File: src/rtl/alu_issue_ctrl.sv
// alu_issue_ctrl: issue/writeback controller for the 16-bit combinational ALU.
// Accepts one instruction per handshake and reads two operands from an
// internal register file, in which r0 always reads as zero. It drives the
// ALU, captures the result and flags, and writes the result back.
// Only one instruction is in flight, sequenced IDLE -> ISSUE -> EXEC -> WB.
module alu_issue_ctrl #(
    parameter int NREGS  = 8,
    parameter int DATA_W = 16
) (
    input  logic                     clk,
    input  logic                     rst_n,
    input  logic [15:0]              instr,
    input  logic                     instr_valid,
    output logic                     instr_ready,
    input  logic                     ld_en,
    input  logic [$clog2(NREGS)-1:0] ld_addr,
    input  logic [DATA_W-1:0]        ld_data,
    output logic [DATA_W-1:0]        A,
    output logic [DATA_W-1:0]        B,
    output logic [3:0]               opcode_ALU,
    output logic [1:0]               alu_mode,
    input  logic [31:0]              Alu_out,
    input  logic                     C,
    input  logic                     Z,
    input  logic                     EQ,
    input  logic                     GT,
    input  logic                     ZA,
    input  logic                     ZB,
    output logic [5:0]               flags,
    output logic                     done,
    output logic                     err,
    input  logic [$clog2(NREGS)-1:0] dbg_addr,
    output logic [DATA_W-1:0]        dbg_data
);

    localparam int AW = $clog2(NREGS);

    typedef enum logic [1:0] {
        S_IDLE,
        S_ISSUE,
        S_EXEC,
        S_WB
    } state_t;

    state_t            state;
    state_t            state_nxt;

    logic [DATA_W-1:0] rf [NREGS];

    logic [1:0]        mode_q;
    logic [3:0]        opc_q;
    logic [AW-1:0]     rd_q;
    logic [AW-1:0]     rs1_q;
    logic [AW-1:0]     rs2_q;

    logic [DATA_W-1:0] rs1_val;
    logic [DATA_W-1:0] rs2_val;
    logic [DATA_W-1:0] res_q;
    logic [5:0]        flg_q;

    logic              hs;
    logic              ld_ok;
    logic              reject;
    logic              wb_en;

    logic [31-DATA_W:0] unused_alu_hi;
    logic               unused_rsvd;

    assign unused_alu_hi = Alu_out[31:DATA_W];
    assign unused_rsvd   = instr[0];

    assign hs    = instr_valid && instr_ready;
    assign ld_ok = (state == S_IDLE) && ld_en && (ld_addr != '0);
    assign wb_en = (state == S_WB) && !reject;

    // State register
    always_ff @(posedge clk or negedge rst_n) begin
        if (!rst_n) begin
            state <= S_IDLE;
        end else begin
            state <= state_nxt;
        end
    end

    // Next-state logic: fixed four-step sequence, leaving IDLE on a handshake
    always_comb begin
        state_nxt = state;
        case (state)
            S_IDLE:  if (hs) state_nxt = S_ISSUE;
            S_ISSUE: state_nxt = S_EXEC;
            S_EXEC:  state_nxt = S_WB;
            S_WB:    state_nxt = S_IDLE;
            default: state_nxt = S_IDLE;
        endcase
    end

    // FSM outputs: ready only in IDLE and never while reset is asserted
    always_comb begin
        instr_ready = 1'b0;
        done        = 1'b0;
        err         = 1'b0;
        case (state)
            S_IDLE:  instr_ready = rst_n;
            S_WB: begin
                done = 1'b1;
                err  = reject;
            end
            default: ;
        endcase
    end

    // Rejection check, evaluated on the operands and opcode currently driven to the ALU
    always_comb begin
        reject = 1'b0;
        if (alu_mode == 2'b11) begin
            reject = 1'b1;
        end else if (alu_mode == 2'b00) begin
            case (opcode_ALU)
                4'b0001, 4'b0010, 4'b1000: reject = 1'b0;
                4'b0100:                   reject = (B == '0);
                default:                   reject = 1'b1;
            endcase
        end
    end

    // Instruction field latch on the accepting handshake
    always_ff @(posedge clk or negedge rst_n) begin
        if (!rst_n) begin
            mode_q <= '0;
            opc_q  <= '0;
            rd_q   <= '0;
            rs1_q  <= '0;
            rs2_q  <= '0;
        end else if (hs) begin
            mode_q <= instr[15:14];
            opc_q  <= instr[13:10];
            rd_q   <= instr[9:7];
            rs1_q  <= instr[6:4];
            rs2_q  <= instr[3:1];
        end
    end

    // Register file reads with r0 hardwired to zero
    always_comb begin
        rs1_val  = (rs1_q == '0)    ? '0 : rf[rs1_q];
        rs2_val  = (rs2_q == '0)    ? '0 : rf[rs2_q];
        dbg_data = (dbg_addr == '0) ? '0 : rf[dbg_addr];
    end

    // ALU drive registers: loaded in ISSUE, held otherwise; mode 11 at reset keeps the ALU output at zero
    always_ff @(posedge clk or negedge rst_n) begin
        if (!rst_n) begin
            A          <= '0;
            B          <= '0;
            opcode_ALU <= '0;
            alu_mode   <= 2'b11;
        end else if (state == S_ISSUE) begin
            A          <= rs1_val;
            B          <= rs2_val;
            opcode_ALU <= opc_q;
            alu_mode   <= mode_q;
        end
    end

    // Result and flag capture at the end of EXEC
    always_ff @(posedge clk or negedge rst_n) begin
        if (!rst_n) begin
            res_q <= '0;
            flg_q <= '0;
        end else if (state == S_EXEC) begin
            res_q <= Alu_out[DATA_W-1:0];
            flg_q <= {C, Z, EQ, GT, ZA, ZB};
        end
    end

    // Architectural flags update only on an accepted writeback
    always_ff @(posedge clk or negedge rst_n) begin
        if (!rst_n) begin
            flags <= '0;
        end else if (wb_en) begin
            flags <= flg_q;
        end
    end

    // Register file writes: preload in IDLE, writeback in WB; r0 writes dropped
    always_ff @(posedge clk or negedge rst_n) begin
        if (!rst_n) begin
            for (int unsigned i = 0; i < unsigned'(NREGS); i++) begin
                rf[i] <= '0;
            end
        end else begin
            if (ld_ok) begin
                rf[ld_addr] <= ld_data;
            end
            if (wb_en && (rd_q != '0)) begin
                rf[rd_q] <= res_q;
            end
        end
    end

endmodule

File: config.mk
export PLATFORM = sky130hd
export DESIGN_NAME = alu_issue_ctrl
export DESIGN_NICKNAME = d
export VERILOG_FILES = /design/src/rtl/alu_issue_ctrl.sv
export SDC_FILE = /design/constraint.sdc
export NUM_CORES = 1
export LEC_CHECK = 0
export BUFFER_PORTS_ARGS = -buffer_cell sky130_fd_sc_hd__buf_2
export CELL_PAD_IN_SITES_DETAIL_PLACEMENT = 0
export CELL_PAD_IN_SITES_GLOBAL_PLACEMENT = 1
export CORE_UTILIZATION = 36
export CTS_CLUSTER_DIAMETER = 30
export DETAILED_ROUTE_END_ITERATION = 8
export GPL_ROUTABILITY_DRIVEN = 0
export PLACE_DENSITY_LB_ADDON = 0.1
export SLEW_MARGIN = 20
export SYNTH_ARGS = -nofsm -noshare
export SYNTH_HDL_FRONTEND = slang
export SYNTH_SLANG_ARGS = --single-unit
File: constraint.sdc
create_clock -name clk -period 2.4 [get_ports clk]
set_input_delay 0.12 -clock clk [delete_from_list [all_inputs] [get_ports clk]]
set_output_delay 0.12 -clock clk [all_outputs]
set_load 0.1 [all_outputs]
==> impl_results.md <==
* Status: finished clean
* CP required at about 2.7 ns
* CP endpoint kind: register
* Dominant cells by area after synthesis: dfrtp_1, mux2_2, mux4_2, a22oi_1, o21ai_0
* Psw at 9907 µW
* Max Freq at 0.4196 GHz
* Crit path cell chain: nor4_2 > buf_4 > nand4_1 > a211o_4 > buf_12 > o211ai_2 > buf_6 > mux2_2
* Async SR Flop Fraction at 1.000
* Number of global-route vias before repair at around 8,400
* Total Power at between 20,000 and 25,000 µW
* Leading area contributor after synthesis: dfrtp_1
* CP bufs+invs at 3
* RSZ-0062 raised after global routing: true
* Dpl cells at roughly 1,400
* CTS root buf: clkbuf_16
* Setup ws final at around 0.017 ns
* Synth warnings at 0
* Worst-path fanout max at 9
* Die X at ~180 µm
* Num Clock Sinks at roughly 200
* Core area at between 30,000 and 40,000 µm²
* Peak supply drop at 814.4 µV
* Critical path class: reg -> reg
* Synth top area share at 0.4208
* Post-synth top cells: mux2_2, dfrtp_1, mux4_2
* Slew Viols, Final at 0
* Pre-CTS setup slack at about 0.0016 ns
* TNS Setup at 0 ns
* Slew HR at 0.4404
* Port Buf Inserts at 125
* Combinational power share at 0.558
* Worst Skew at 0.01041 ns
* First-pass GRT wire length at approximately 55 mm
* Initial core utilization at 0.3646
* Post-route insts no fill at ~1,500
* H-tree depth at 4
* Worst skew pair latency at ~0.45 ns
* Antenna-violating nets left at 0
* Most common cell in the synthesized netlist: mux2_2
* Critical path's top delay family: compound AO/OA/AOI/OAI gates
* I/O pin count at 143
* Worst-path clk slew at about 0.070 ns
* Final Critical Period at about 2.4 ns
* Sequential share of the synthesized area at 0.4254
* Antenna Cells at 0
* Via count at ~8,000
* Post-Route WL at roughly 36 mm
* Leakage at a little over 0.006 µW
* Gr ovfl total at 0
* Cell-internal power at roughly 12,000 µW
* Power Dens Cells at approximately 1500 nW/µm²
* Max Cap Violations at 0
* Num CTS Buffers at 17
* Syn_area_per_cell at 13.30 µm²
* Largest stage delay, worst path at 0.41 ns
* Final Hold Fails at 0
* Die height at around 180 µm
* Clock share of power at 0.134
* WL/cell at 24.79 µm
* EDFF count, synth at 0
* Post-synthesis net count at 948
* Nets at about 1,100
* Crit path DAT at approximately 2.7 ns
* DRC at 0
* Seq pwr share at 0.308
* Tcrit/Tclk final at 0.9930
* Slowest CP cell: dfrtp_2
* Die area at around 33,000 µm²
* Slew @ Worst Pin at ~0.84 ns
* CTS tree: yes
* Netlist cell types at 38
* DP Wirelength at approximately 24 mm
* Synth Register Bits at roughly 200
* 1st-pass router iterations at 7
* Antenna violations before repair at 1
* Pin count of the biggest net entering global routing at approximately 150
* Commonest register cell after synthesis: dfrtp_1
* Clk buf depth at 2
* Critical Path Start Type: register
* Rows at between 60 and 70
* Post-synthesis cell area at 11,480 µm²
* Vias per cell at around 5.5
* Post-synthesis cell count at 863
* Util after Layout at 0.4586
* 1st-iter DRT viols at roughly 470
* Sw frac at 0.4483
* Syn-to-layout area delta at 25.77%
* Hold Crit Class: in -> reg
* Layout cells sized above 1 at 0.6466
* Gr usage total at 0.2314
* Final setup fails at 0
layout make-up:
cell class	count	area, µm²
clock buffer	26	539.3
clock inverter	6	65.06
fill	2837	17040
inverter	19	71.32
multi-input combinational	585	6307
sequential	195	4910
tap	402	503.0
timing repair buffer	230	2038
power groups by stage:
stage	registers, µW	clock network [µW]	logic [µW]
global placement	6780	0	12200
finish	6800	2960	12300
global route	7080	3200	13100
floorplan	8290	0	7190
detailed placement	6830	0	12300
CTS	6780	3070	12400
tightest hold or removal path: cells and delay by family:
| family | cells | cell delay, ns |
|---|---|---|
| buf+inv | 1 | 0.15 |
| mux | 2 | 0.29 |
cells by family after synthesis:
kind of cell | after synthesis | share of synthesized area
xor+xnor | 1 | 0.0007633
buf+inv | 83 | 0.03413
mux | 401 | 0.4406
fa+ha+maj | 5 | 0.005451
compound gates | 111 | 0.06553
flops | 195 | 0.4254
simple gates | 67 | 0.02813
state kept, by name, indices dropped and copies added, names as in the netlist:
name,cells
rs2_q,3
B,16
opc_q,4
state,2
mode_q,2
opcode_ALU,4
rd_q,3
A,16
rf,112
alu_mode,2
res_q,16
flg_q,6
rs1_q,3
flags,6
per-stage QoR:
| stage | instance area, µm² | hold slack (ns) |
|---|---|---|
| after CTS | 14430 | 0.09835 |
| final | 14430 | 0.1278 |
| after floorplan | 11570 | -0.1756 |
| after global placement | 13390 | 0.3389 |
| after detailed placement | 13390 | 0.3401 |
| after global routing | 14430 | 0.1240 |
layout by cell type (no fill, tap or decap), drive strengths merged, types with 5 or more instances in the layout:
master         n
a21oi         16
a221oi        16
a22oi         32
buf          191
clkbuf        27
dfrtp        193
dlygate4sd3   38
ha             5
inv           20
mux2         353
mux4          48
nand2         37
nor2           8
nor4           5
o21ai         38
repair_timing:
action / in CTS / in global routing
pin swaps: 2 / 0
buffers inserted: 1 / 0
endpoints found under the setup margin: 11 / 97
cloned: 0 / 0
hold buffers: 38 / 0
endpoints found under the hold margin: 230 / 0
gates resized for setup: 8 / 2
path summary, 6_finish.rpt:
check / from / cells after the start / slack [ns] / to
max: B[5]$_DFFE_PN0N_ / 8 / 0.02 / rf[71]$_DFF_PN0_
min: ld_data[2] / 3 / 0.13 / rf[50]$_DFF_PN0_
max reg2reg: B[5]$_DFFE_PN0N_ / 8 / 0.02 / rf[71]$_DFF_PN0_
min reg2reg: opc_q[0]$_DFFE_PN0P_ / 1 / 0.50 / opcode_ALU[0]$_DFFE_PN0N_
max in group asynchronous: rst_n / 3 / 1.33 / B[5]$_DFFE_PN0N_
min in group asynchronous: rst_n / 3 / 0.39 / rf[56]$_DFF_PN0_
per-layer routing:
metal	vias up	part of all wire	track usage
met3	35	0.039	0.04264
met1	4151	0.48	0.3265
li1	3645	-	-
met4	2	0.014	0.05231
met5	-	0.00039	0
met2	182	0.47	0.3681
Power figures use the tool's default switching activity.
